**src/rtl/mem_access_pkg.sv**
```systemverilog
// Shared types and constants for the memory access initiator.
// Optional feature macro: MEM_ACCESS_TIMEOUT_EN (see mem_access_initiator).
package mem_access_pkg;

    typedef enum logic [1:0] {
        ST_IDLE,
        ST_ISSUE,
        ST_WAIT_READ,
        ST_RESP
    } state_e;

    // req_size encodings
    localparam logic [1:0] SIZE_B    = 2'b00;
    localparam logic [1:0] SIZE_H    = 2'b01;
    localparam logic [1:0] SIZE_W    = 2'b10;
    localparam logic [1:0] SIZE_RSVD = 2'b11;

    // Byte-lane masks before shifting to the addressed lane
    localparam logic [31:0] MASK_B = 32'h0000_00FF;
    localparam logic [31:0] MASK_H = 32'h0000_FFFF;
    localparam logic [31:0] MASK_W = 32'hFFFF_FFFF;

    // Half needs even address, word needs 4-byte alignment, reserved size always rejected
    function automatic logic is_misaligned(input logic [1:0] size, input logic [1:0] off);
        logic mis;
        case (size)
            SIZE_B:  mis = 1'b0;
            SIZE_H:  mis = off[0];
            SIZE_W:  mis = (off != 2'b00);
            default: mis = 1'b1;
        endcase
        return mis;
    endfunction

endpackage

```
**src/rtl/mem_lane_align.sv**
```systemverilog
// Byte-lane steering: write data/mask placement and read lane extract/extend.
// Purely combinational; used by mem_access_initiator.
import mem_access_pkg::*;

module mem_lane_align (
    input  logic [1:0]  w_off,
    input  logic [1:0]  w_size,
    input  logic [31:0] w_data_in,
    output logic [31:0] w_data_out,
    output logic [31:0] w_mask,
    input  logic [1:0]  r_off,
    input  logic [1:0]  r_size,
    input  logic        r_signed,
    input  logic [31:0] r_data_in,
    output logic [31:0] r_data_out
);

    logic [31:0] lane;

    // Place right-aligned store data and its byte mask at the addressed lane
    always_comb begin
        w_data_out = w_data_in << {w_off, 3'b000};
        case (w_size)
            SIZE_B:  w_mask = MASK_B << {w_off, 3'b000};
            SIZE_H:  w_mask = MASK_H << {w_off, 3'b000};
            default: w_mask = MASK_W;
        endcase
    end

    // Pull the addressed lane down to bit 0 and zero/sign-extend it
    always_comb begin
        lane = r_data_in >> {r_off, 3'b000};
        case (r_size)
            SIZE_B:  r_data_out = {{24{r_signed & lane[7]}}, lane[7:0]};
            SIZE_H:  r_data_out = {{16{r_signed & lane[15]}}, lane[15:0]};
            default: r_data_out = lane;
        endcase
    end

endmodule

```
**src/rtl/mem_access_initiator.sv**
```systemverilog
// CPU load/store to simple memory command initiator with registered outputs.
// Define MEM_ACCESS_TIMEOUT_EN to add a TIMEOUT_CYCLES watchdog over ISSUE+WAIT_READ.
import mem_access_pkg::*;

module mem_access_initiator #(
    parameter int TIMEOUT_CYCLES = 1024
) (
    input  logic        clk,
    input  logic        rst_n,
    input  logic        req_valid,
    output logic        req_ready,
    input  logic        req_write,
    input  logic [31:0] req_addr,
    input  logic [31:0] req_wdata,
    input  logic [1:0]  req_size,
    input  logic        req_signed,
    output logic        resp_valid,
    output logic [31:0] resp_rdata,
    output logic        resp_error,
    output logic        cmd_start,
    output logic        cmd_write,
    input  logic        cmd_ready,
    output logic [31:0] addr,
    input  logic [31:0] rdata,
    input  logic        rdata_valid,
    output logic [31:0] wdata,
    output logic [31:0] wmask
);

    state_e      state_q, state_d;
    logic        req_ready_q, req_ready_d;
    logic        resp_valid_q, resp_valid_d;
    logic [31:0] resp_rdata_q, resp_rdata_d;
    logic        resp_error_q, resp_error_d;
    logic        cmd_start_q, cmd_start_d;
    logic        cmd_write_q, cmd_write_d;
    logic [31:0] addr_q, addr_d;
    logic [31:0] wdata_q, wdata_d;
    logic [31:0] wmask_q, wmask_d;
    logic [1:0]  off_q, off_d;
    logic [1:0]  size_q, size_d;
    logic        signed_q, signed_d;

    logic [31:0] al_wdata;
    logic [31:0] al_wmask;
    logic [31:0] al_rdata;

`ifdef MEM_ACCESS_TIMEOUT_EN
    localparam logic [31:0] TMO_LAST = 32'(TIMEOUT_CYCLES - 1);
    logic [31:0] tmo_q, tmo_d;
    logic        tmo_hit;
    assign tmo_hit = (tmo_q == TMO_LAST);
`endif

    // Write side steers live request fields; read side uses the latched request
    mem_lane_align u_align (
        .w_off      (req_addr[1:0]),
        .w_size     (req_size),
        .w_data_in  (req_wdata),
        .w_data_out (al_wdata),
        .w_mask     (al_wmask),
        .r_off      (off_q),
        .r_size     (size_q),
        .r_signed   (signed_q),
        .r_data_in  (rdata),
        .r_data_out (al_rdata)
    );

    // Next-state and next-output computation for the transaction FSM
    always_comb begin
        state_d      = state_q;
        req_ready_d  = req_ready_q;
        resp_valid_d = 1'b0;
        resp_rdata_d = resp_rdata_q;
        resp_error_d = resp_error_q;
        cmd_start_d  = cmd_start_q;
        cmd_write_d  = cmd_write_q;
        addr_d       = addr_q;
        wdata_d      = wdata_q;
        wmask_d      = wmask_q;
        off_d        = off_q;
        size_d       = size_q;
        signed_d     = signed_q;
`ifdef MEM_ACCESS_TIMEOUT_EN
        tmo_d        = '0;
        if (state_q == ST_ISSUE || state_q == ST_WAIT_READ) begin
            tmo_d = tmo_q + 32'd1;
        end
`endif
        case (state_q)
            ST_IDLE: begin
                req_ready_d = 1'b1;
                if (req_valid && req_ready_q) begin
                    req_ready_d = 1'b0;
                    off_d       = req_addr[1:0];
                    size_d      = req_size;
                    signed_d    = req_signed;
                    if (is_misaligned(req_size, req_addr[1:0])) begin
                        state_d      = ST_RESP;
                        resp_valid_d = 1'b1;
                        resp_error_d = 1'b1;
                        resp_rdata_d = '0;
                    end else begin
                        state_d     = ST_ISSUE;
                        cmd_start_d = 1'b1;
                        cmd_write_d = req_write;
                        addr_d      = {req_addr[31:2], 2'b00};
                        wdata_d     = al_wdata;
                        wmask_d     = al_wmask;
                    end
                end
            end
            ST_ISSUE: begin
                if (cmd_ready) begin
                    cmd_start_d = 1'b0;
                    if (cmd_write_q) begin
                        state_d      = ST_RESP;
                        resp_valid_d = 1'b1;
                        resp_error_d = 1'b0;
                        resp_rdata_d = '0;
                    end else begin
                        state_d = ST_WAIT_READ;
                    end
                end
`ifdef MEM_ACCESS_TIMEOUT_EN
                else if (tmo_hit) begin
                    cmd_start_d  = 1'b0;
                    state_d      = ST_RESP;
                    resp_valid_d = 1'b1;
                    resp_error_d = 1'b1;
                    resp_rdata_d = '0;
                end
`endif
            end
            ST_WAIT_READ: begin
                if (rdata_valid) begin
                    state_d      = ST_RESP;
                    resp_valid_d = 1'b1;
                    resp_error_d = 1'b0;
                    resp_rdata_d = al_rdata;
                end
`ifdef MEM_ACCESS_TIMEOUT_EN
                else if (tmo_hit) begin
                    state_d      = ST_RESP;
                    resp_valid_d = 1'b1;
                    resp_error_d = 1'b1;
                    resp_rdata_d = '0;
                end
`endif
            end
            default: begin
                // RESP: one-cycle response, ready again in the following cycle
                state_d     = ST_IDLE;
                req_ready_d = 1'b1;
            end
        endcase
    end

    // State and output registers, cleared asynchronously
    always_ff @(posedge clk or negedge rst_n) begin
        if (!rst_n) begin
            state_q      <= ST_IDLE;
            req_ready_q  <= 1'b0;
            resp_valid_q <= 1'b0;
            resp_rdata_q <= '0;
            resp_error_q <= 1'b0;
            cmd_start_q  <= 1'b0;
            cmd_write_q  <= 1'b0;
            addr_q       <= '0;
            wdata_q      <= '0;
            wmask_q      <= '0;
            off_q        <= '0;
            size_q       <= '0;
            signed_q     <= 1'b0;
`ifdef MEM_ACCESS_TIMEOUT_EN
            tmo_q        <= '0;
`endif
        end else begin
            state_q      <= state_d;
            req_ready_q  <= req_ready_d;
            resp_valid_q <= resp_valid_d;
            resp_rdata_q <= resp_rdata_d;
            resp_error_q <= resp_error_d;
            cmd_start_q  <= cmd_start_d;
            cmd_write_q  <= cmd_write_d;
            addr_q       <= addr_d;
            wdata_q      <= wdata_d;
            wmask_q      <= wmask_d;
            off_q        <= off_d;
            size_q       <= size_d;
            signed_q     <= signed_d;
`ifdef MEM_ACCESS_TIMEOUT_EN
            tmo_q        <= tmo_d;
`endif
        end
    end

    assign req_ready  = req_ready_q;
    assign resp_valid = resp_valid_q;
    assign resp_rdata = resp_rdata_q;
    assign resp_error = resp_error_q;
    assign cmd_start  = cmd_start_q;
    assign cmd_write  = cmd_write_q;
    assign addr       = addr_q;
    assign wdata      = wdata_q;
    assign wmask      = wmask_q;

endmodule
```
**config.mk**
```make
export PLATFORM = sky130hd
export DESIGN_NAME = mem_access_initiator
export DESIGN_NICKNAME = d
export VERILOG_FILES = /design/src/rtl/mem_access_pkg.sv /design/src/rtl/mem_lane_align.sv /design/src/rtl/mem_access_initiator.sv
export SDC_FILE = /design/constraint.sdc
export NUM_CORES = 1
export LEC_CHECK = 0
export BUFFER_PORTS_ARGS = -buffer_cell sky130_fd_sc_hd__buf_2
export CAP_MARGIN = 20
export CORE_ASPECT_RATIO = 1.2
export CORE_MARGIN = 3
export CORE_UTILIZATION = 44
export DETAILED_ROUTE_END_ITERATION = 16
export GPL_ROUTABILITY_DRIVEN = 0
export PLACE_DENSITY = 0.77
export SLEW_MARGIN = 5
export SYNTH_ARGS = -nofsm -noshare
export SYNTH_HDL_FRONTEND = slang
export SYNTH_SLANG_ARGS = --single-unit
```
**constraint.sdc**
```tcl
create_clock -name clk -period 2.2 [get_ports clk]
set_input_delay 0.44 -clock clk [delete_from_list [all_inputs] [get_ports clk]]
set_output_delay 0.44 -clock clk [all_outputs]
set_load 0.01 [all_outputs]
```
---- Word level (Yosys, flattened, before mapping) ----
Cells that the tools add are included.
word-level totals
  bits in registers ....................... 138
  input port bits ......................... 105
  word-level logic and storage cells ...... 79
  output and inout port bits .............. 133
cells by class
  eq/ne operators ......................... 11
  mux-type cells .......................... 35
  reduce and logical (&&, ||, !) cells .... 13
  bitwise logic cells ..................... 3
  shift-type cells ........................ 4
operator list
  cell                     number
  $mux W32                 5
  $pmux W32 S2             2
  $pmux W32 S3             1
  $shl A16 B5 Y32 const A  1
  $shl A32 B5 Y32          1
  $shl A8 B5 Y32 const A   1
  $shr A32 B5 Y32          1
  $mux W1                  17
  $ne A2 B2 Y1 const B     6
  $pmux W1 S3              3
  $mux W2                  4
  $eq A2 B1 Y1 const B     3
  $logic_not A2 Y1         3
  $pmux W2 S3              1
  $reduce_and A3 Y1        2
  $reduce_and A6 Y1        1
  $eq A2 B2 Y1 const B     2
  $pmux W1 S2              2
  $reduce_and A4 Y1        1
  $reduce_bool A2 Y1       2
  $reduce_bool A3 Y1       1
  $and A1 B1 Y1            2
  $reduce_and A2 Y1        1
  $reduce_or A2 Y1         1
  other kinds (2)          2

---- Longest topological paths before layout ----
Gate-level depths: netlist (run 1).
  word-level depth ........................ 7
  gate-level depth with buffers ........... 8
  mapped depth without buffers ............ 6

---- Cells and area by module ----
Synthesis (run 1) repeated with hierarchy kept, for this count alone.
second synthesis, totals
  cells, all modules ...................... 614
  area, all modules ....................... 7010.5 um2
modules (own cells, without submodules)
  module                sequential area each (um2)  area each (um2)  cells each  times used
  mem_access_initiator  3453.3                      5545.3           393         1
  mem_lane_align        0.0                         1465.2           221         1

---- Least setup slack after synthesis (run 1) ----
OpenSTA, ideal clock, no wires.
  path type ............................... flip-flop to flip-flop
  start point ............................. register state_q[1]
  end point ............................... register resp_rdata_q[0], in the netlist resp_rdata[0]
  setup time .............................. 0.122 ns
  data arrival time ....................... 1.994 ns
  path buffers ............................ 2
  stages on the path, launching flop included .. 9
  setup slack ............................. 0.084 ns
  period minus slack after synthesis ...... 2.116 ns
  required time ........................... 2.078 ns
  cells stage by stage .................... dfrtp_1 inv_1 ha_1 nor2b_1 or3_4 or3_1 buf_2 buf_6 a32o_1
on the way
  word-level cells in the longest chain between the ends .. 3
  elaborated cells between the ends (all ways) .. 11
  classes of those cells .................. eq/ne (7); mux (1); reduce/logical (3)
RTL lines
  element                                                       line                         RTL
  start: declaration                                            mem_access_initiator.sv:30   state_e state_q, state_d;
  start signal: assignment                                      mem_access_initiator.sv:179  state_q <= state_d;
  $eq A2 B1 Y1, or another cell as far along                    mem_access_initiator.sv:90   case (state_q)
  $ne A2 B2 Y1 (no line) or $reduce_bool A3 Y1 (tied branches)  --
  $reduce_and A6 Y1 (no line)                                   --
  end signal: assignment                                        mem_access_initiator.sv:182  resp_rdata_q <= resp_rdata_d;
  end: declaration                                              mem_access_initiator.sv:33   logic [31:0] resp_rdata_q, resp_rdata_d;
Parallel ways exist; a longest one is shown, timed or not.
A chain may end at the register's enable or synchronous reset.

---- Final worst setup path (run 1) ----
  start point ............................. register state_q[0]
  end point ............................... register resp_rdata_q[25], in the netlist resp_rdata[25]
The elaborated chain is that of the path after synthesis.

==> results of run 1 <==
## placed cells by master, fill, tap and decap left out, types with 18 or more instances in the layout
cell type    n
buf_2      234
dfrtp_1    110
nand2_1     66
mux2_2      48
o21ai_0     38
mux2i_1     34
a32o_1      24
o2bb2ai_1   24
buf_4       24
nor2b_1     19
a21oi_1     18
## cells in the mapped netlist, drive strengths merged (2+ instances only)
cell,number,share of area (%)
o2bb2ai,24,3.7
a31oi,2,0.22
nor3,2,0.17
dfrtp,110,48
buf,57,6.6
a211oi,9,1.2
a32o,24,4.2
nor2b,19,2.1
mux2,48,9.4
ha,4,0.87
nand2,66,4.3
clkbuf,19,1.2
and3,3,0.33
mux2i,34,5.9
nand3,7,0.61
nor2,5,0.33
a21oi,18,1.6
o31ai,5,0.65
a211o,7,1.1
or3,3,0.41
nand3b,2,0.26
inv,5,0.33
o21ai,40,3.5
## critical path, delay by kind of cell, from the launching register on
kind,cells,cell delay [ns]
and+or+nand+nor,3,0.95
DFF,1,0.39
buffers and inverters,2,0.28
adders and majority gates,1,0.23
AOI/OAI and AO/OA,1,0.20
## path summary, 6_finish.rpt
kind                                start        endpoint  slack [ns]  cells past startpoint
setup / recovery               state_q[0]  resp_rdata[25]        0.04                      7
hold / removal                 req_signed        signed_q        0.29                      3
setup reg to reg               state_q[0]  resp_rdata[25]        0.04                      7
hold reg to reg            resp_rdata[11]  resp_rdata[11]        0.49                      1
max in group asynchronous           rst_n      state_q[1]        1.06                      3
min in group asynchronous           rst_n  resp_rdata[16]        0.54                      2
## where the power goes
part           switching [mW]  internal, mW  total, mW
sequential              0.624          2.94       3.57
clock                   0.841         0.818       1.66
combinational            2.68          2.34       5.02
## layer usage
layer	wire, um	global-route usage (%)	part of all wire [%]	vias to the layer above
met5	23	0	0.14	-
met4	411	7.83	2.6	4
met3	1570	7.67	9.8	35
met2	7750	35.7	49	265
met1	6210	26.3	39	2375
li1	-	-	-	2311
## state kept, by name (all words and copies together) (netlist names)
| register | count |
|---|---|
| resp_rdata | 32 |
| wdata | 32 |
| addr | 30 |
| wmask | 4 |
| off_q | 2 |
| size_q | 2 |
| state_q | 2 |
| cmd_start | 1 |
| cmd_write | 1 |
| req_ready | 1 |
| resp_error | 1 |
| resp_valid | 1 |
| signed_q | 1 |
## logic make-up (layout without fill, tap and decap cells)
kind of cell	count (synthesis)	in the layout	synth area share, %
AND/OR/NAND/NOR	114	114	9.52
other	1	2	0.0654
adder cells (fa/ha/maj)	4	4	0.873
multiplexers	83	83	15.8
AO/OA/AOI/OAI	137	137	17.3
buffers and inverters	81	285	8.19
flip-flops	110	110	48.0
XOR/XNOR	2	2	0.306
## per-stage QoR
stage                     hold WS (ns)  setup slack (ns)  area [um^2]
after global placement           0.361            0.0627         6910
after CTS                        0.278            0.0275         7240
after floorplan                  0.144            0.0840         5740
after global routing             0.285          -0.00120         7280
after detailed placement         0.367           -0.0248         6910
final                            0.289            0.0354         7280
## area by class of cell
type                    count  area [um^2]
clock buffers               9          225
clock inverters             7         81.3
fillers                  1131         5450
inverters                   5         18.8
multi-input cells         342         2530
flip-flops and latches    110         2750
well taps                 164          205
repair buffers            264         1470
## timing repair
action	4_1_cts	5_1_grt
buffers inserted	2	1
hold buffers	1	0
endpoints found under the hold margin	17	0
gates resized for setup	1	0
pin swaps	0	1
setup endpoints to repair	23	23
gates cloned	0	1
==> key figures, run 1 <==
STA
  • Slew Limit Fails: 0
  • Fmax achieved: 462 MHz
  • Relative slew slack: 53.5%
  • Final setup fails: 0
  • Final Hold Violating Endpoints: 0
  • Skew final: 0.00728 ns
  • Final worst path period need: 2.16 ns
  • Setup_tns: 0 ns
  • Slew @ Worst Pin: 0.698 ns
  • Final period util: 98.4%

Global routing
  • Total global routing track utilization: 21.7%
  • First-pass GRT wire length: 24400 um
  • Number of global-route vias before repair: 4924
  • Largest net degree at the start of global routing: 54
  • Grt total ovfl: 0
  • Initial antenna violation count: 2

Routing
  • Final wirelength: 16000 um
  • DRC: 0
  • Vias per cell: 5.54
  • Initial drt markers: 383
  • Routed len/inst: 17.7 um
  • Final ANT Viol Nets: 0
  • Vias: 4990
  • 1st-pass router iterations: 7

Critical path
  • Critical path capture point type: flop
  • CP Class: reg -> reg
  • CP peak stage delay: 0.40 ns
  • CP startpoint kind: flop
  • Slowest CP cell: or3_4
  • Crit path cell chain: inv_1 > ha_1 > nor3b_2 > or3_4 > or3_4 > clkbuf_16 > a32o_1
  • Most used cell, CP: or3_4
  • Worst endpoint required time: 2.44 ns
  • Worst-path maximum fanout: 16
  • Worst path arrival time: 2.40 ns

Layout
  • Finished Layout Cells: 901
  • Fin util: 57.2%
  • Layout cells sized above 1: 45.3%
  • N_diodes: 0
  • Area grow syn2layout: 26.9%
  • Nets@finish: 841

Power
  • Static leakage: 3.62 nW
  • Worst VDD drop: 0.000766 V
  • PwrDens: 1410 mW/mm^2
  • Total power: 10.2 mW

Synth
  • FF+latch count, synth: 110
  • Yosys warning count: 0
  • Synthesized netlist cell count: 532
  • Mapped cell area: 0.00573 mm^2
  • Synth Flop Type: dfrtp_1
  • Post-synth EDFFs: 0
  • Syn avg cell area: 10.8 um^2
  • Number of distinct library cells after synthesis: 47
  • Fraction of registers with async set/reset: 100%
  • Post-synthesis sequential area ratio: 48.0%

Floorplan
  • Die H: 131 um
  • Core area: 0.0127 mm^2
  • Die area: 0.0144 mm^2
  • # IOs: 238
  • Placement Rows: 45
  • Die X-Extent: 110 um
  • Initial core utilization: 45.0%

Clock network
  • Cts bufs inserted: 9
  • CTS Buffer Depth: 2
  • Clk Latency, worst-skew pair: 0.35 ns
  • Root Buffer: clkbuf_16
  • H-tree depth: 3
  • Clk sink count: 110
  • Clock Pin Slew Worst Setup and Hold Paths: 0.08 ns
  • CTS tree: yes

Run status
  • Status: completed

Placed design
  • Placed cell count: 880
  • IO buf count: 235
  • DP HPWL: 12100 um

Job
  • Maximum Capacitance Violations: 0

Worst hold path
  • Worst min path class: in -> reg
(Power assumes the default switching activity.)
==> run 2: changes to the inputs <==
--- a/config.mk
+++ b/config.mk
@@ -7,7 +7,7 @@
 export LEC_CHECK = 0
 export BUFFER_PORTS_ARGS = -buffer_cell sky130_fd_sc_hd__buf_2
 export CAP_MARGIN = 20
-export CORE_ASPECT_RATIO = 1.2
+export CORE_ASPECT_RATIO = 1.4
 export CORE_MARGIN = 3
 export CORE_UTILIZATION = 44
 export DETAILED_ROUTE_END_ITERATION = 16
==> run 2 against run 1 <==
Effect of this change:
- flip-flop and latch count stayed put
- critical path type unchanged
- first-iteration DRC count is 50% lower
- combinational power is 6.4% higher
- final cell count is 1.3% lower
- largest cell class unchanged
- register-to-register slack worse by 0.03 ns
==> key figures, run 2 (synthesis results as in run 1) <==
Critical path
  • Reg-to-reg critical path endpoint: resp_rdata[29]
  • R2R Path Start: state_q[0]
  • Crit path cell chain: inv_2 > ha_4 > nor2_2 > or3_4 > or3_4 > clkbuf_16 > a32o_1
  • CP peak stage delay: 0.48 ns (+0.08 ns)
  • Worst endpoint required time: 2.43 ns (about the same)
  • Most used cell, CP: or3_4
  • R2R depth: 7 (unchanged)
  • Critical path capture point type: flop
  • Worst-path maximum fanout: 8 (-8)
  • Worst path arrival time: 2.42 ns (+0.02 ns)
  • CP Class: reg -> reg
  • Slowest CP cell: or3_4
  • CP startpoint kind: flop
  • Flop-to-flop setup slack: 0.009 ns (-0.03 ns)

Floorplan
  • Placement Rows: 48 (+6.7%)
  • Core area: 0.0126 mm^2 (-1.4%)
  • Die area: 0.0145 mm^2 (about the same)
  • Initial core utilization: 45.7% (+0.62 points)
  • Die H: 141 um (+7.6%)
  • Die X-Extent: 102 um (-7.0%)
  • # IOs: 238 (unchanged)

STA
  • Slew @ Worst Pin: 0.704 ns (+0.00571 ns)
  • Skew final: 0.00699 ns (-0.000284 ns)
  • Final worst path period need: 2.19 ns (+0.0261 ns)
  • Slew Limit Fails: 0 (unchanged)
  • Final Hold Violating Endpoints: 0 (unchanged)
  • Final setup fails: 0 (unchanged)
  • Fmax achieved: 456 MHz (-1.2%)
  • Setup_tns: 0 ns (unchanged)
  • PnR worst setup slack: 0.00927 ns (-0.0261 ns)
  • Final period util: 99.6% (+1.2 points)
  • Relative slew slack: 53.1% (-0.38 points)
  • Worst hold slack: 0.149 ns (-0.140 ns)

Routing
  • DRC: 0 (unchanged)
  • Vias per cell: 5.55 (+0.25%)
  • Final wirelength: 15900 um (-0.45%)
  • Initial drt markers: 190 (-50%)
  • Routed len/inst: 17.9 um (+0.89%)
  • Vias: 4936 (-1.1%)
  • Final ANT Viol Nets: 0 (unchanged)
  • 1st-pass router iterations: 4 (-3)

Global routing
  • Grt total ovfl: 0 (unchanged)
  • Initial antenna violation count: 0 (-2)
  • Largest net degree at the start of global routing: 111 (+110%)
  • Total global routing track utilization: 21.5% (-0.13 points)
  • Number of global-route vias before repair: 5021 (+2.0%)
  • First-pass GRT wire length: 25000 um (+2.4%)

Layout
  • Most frequent cells in the layout: 234 x buf_2, 110 x dfrtp_1, 66 x nand2_1
  • Nets@finish: 843 (+0.24%)
  • Area of the multi-input gates: 0.00254 mm^2 (+0.59%)
  • Area grow syn2layout: 27.5%
  • N_diodes: 0 (unchanged)
  • Finished Layout Cells: 889 (-1.3%)
  • Fin util: 58.2% (+1.0 points)
  • Fillers: 1056 (-6.6%)
  • Layout cells sized above 1: 46.1% (+0.82 points)
  • Register Area: 0.00275 mm^2 (unchanged)
  • Commonest non-fill, non-tap cell in the layout: buf_2
  • Final Instance Area: 0.00731 mm^2 (+0.43%)

Power
  • Comb pwr share: 50.9% (+1.9 points)
  • Sw frac: 40.0% (-0.48 points)
  • Clk pwr share: 15.0% (-1.2 points)
  • Worst VDD drop: 0.000731 V (-4.5%)
  • Total power: 10.5 mW (+2.5%)
  • PwrDens: 1440 mW/mm^2 (+2.1%)
  • Flop pwr share: 34.1% (-0.7 points)
  • Static leakage: 3.64 nW (+0.44%)
  • Pint: 6.30 mW (+3.4%)
  • Switching power total: 4.20 mW (+1.3%)

Clock network
  • Cts bufs inserted: 9 (unchanged)
  • Hold-fix buffers at CTS: 0 (-1)
  • CTS tree: yes
  • Clk Latency, worst-skew pair: 0.34 ns (about the same)
  • CTS Buffer Depth: 2 (unchanged)
  • Clk sink count: 110 (unchanged)
  • Root Buffer: clkbuf_16
  • Clock Pin Slew Worst Setup and Hold Paths: 0.08 ns (about the same)
  • H-tree depth: 3 (unchanged)

Placed design
  • IO buf count: 235 (unchanged)
  • Area post-placement: 0.00690 mm^2 (-0.14%)
  • Setup Slack @ Placement: -0.0130 ns (+0.0118 ns)
  • Placed cell count: 867 (-1.5%)
  • DP HPWL: 11700 um (-3.3%)

Worst hold path
  • Worst min path class: in -> async

Run status
  • Status: completed

Job
  • Maximum Capacitance Violations: 0 (unchanged)
## run 2: cell count changes in the layout (fill, tap and decap cells not counted), sizes merged
| cell | previous run | this run |
|---|---|---|
| clkbuf | 10 | 11 |
| clkinvlp | 0 | 1 |
| buf | 262 | 264 |
| clkinv | 2 | 3 |
| dlygate4sd3 | 1 | 0 |
| inv | 10 | 8 |
## run 2: worst max-delay path, delay by kind of cell, from the launching register on
kind / cells / cell delay, ns
flops: 1 / 0.42
buf+inv: 2 / 0.28
compound gates: 1 / 0.20
simple gates: 3 / 0.90
fa+ha+maj: 1 / 0.28
## run 2: layout make-up
cell class                      count  share of cell area (%)
Clock inverter                      7                   0.890
Clock buffer                        9                    3.08
Timing Repair Buffer              266                    20.8
Inverter                            5                   0.257
Tap cell                          150                    2.57
Sequential cell                   110                    37.7
Multi-Input combinational cell    342                    34.8
## run 2: repair_timing
action	4_1_cts	5_1_grt
gates cloned	1	2
resized for setup	3	4
setup endpoints to repair	23	23
endpoints found under the hold margin	0	0
pin swaps	1	3
setup buffers	1	2
## run 2: worst max-delay path by stage
stage / depth (start not counted) / end / slack [ns] / start
after floorplan: 8 / resp_rdata[0] / 0.08 / state_q[1]
after CTS: 7 / resp_rdata[25] / 0.07 / state_q[0]
after detailed placement: 7 / resp_rdata[17] / -0.01 / state_q[0]
final: 7 / resp_rdata[29] / 0.009 / state_q[0]
after global placement: 7 / resp_rdata[3] / 0.04 / state_q[0]
after global routing: 7 / resp_rdata[29] / -0.01 / state_q[0]
## run 2: power groups by stage
| stage | Clock [mW] | Sequential (mW) | Combinational, mW |
|---|---|---|---|
| floorplan | 0 | 3.89 | 2.87 |
| global placement | 0 | 3.55 | 4.74 |
| detailed placement | 0 | 3.60 | 4.90 |
| CTS | 1.62 | 3.58 | 5.09 |
| global route | 1.71 | 3.72 | 5.79 |
| finish | 1.58 | 3.59 | 5.34 |
## run 2: metal layers
layer	part of all wire, %	vias up	global-route usage (%)
met5	0	-	0
met4	1.9	0	7.26
met3	9.2	21	6.44
met2	51	239	36.8
met1	38	2362	25.4
li1	-	2314	-
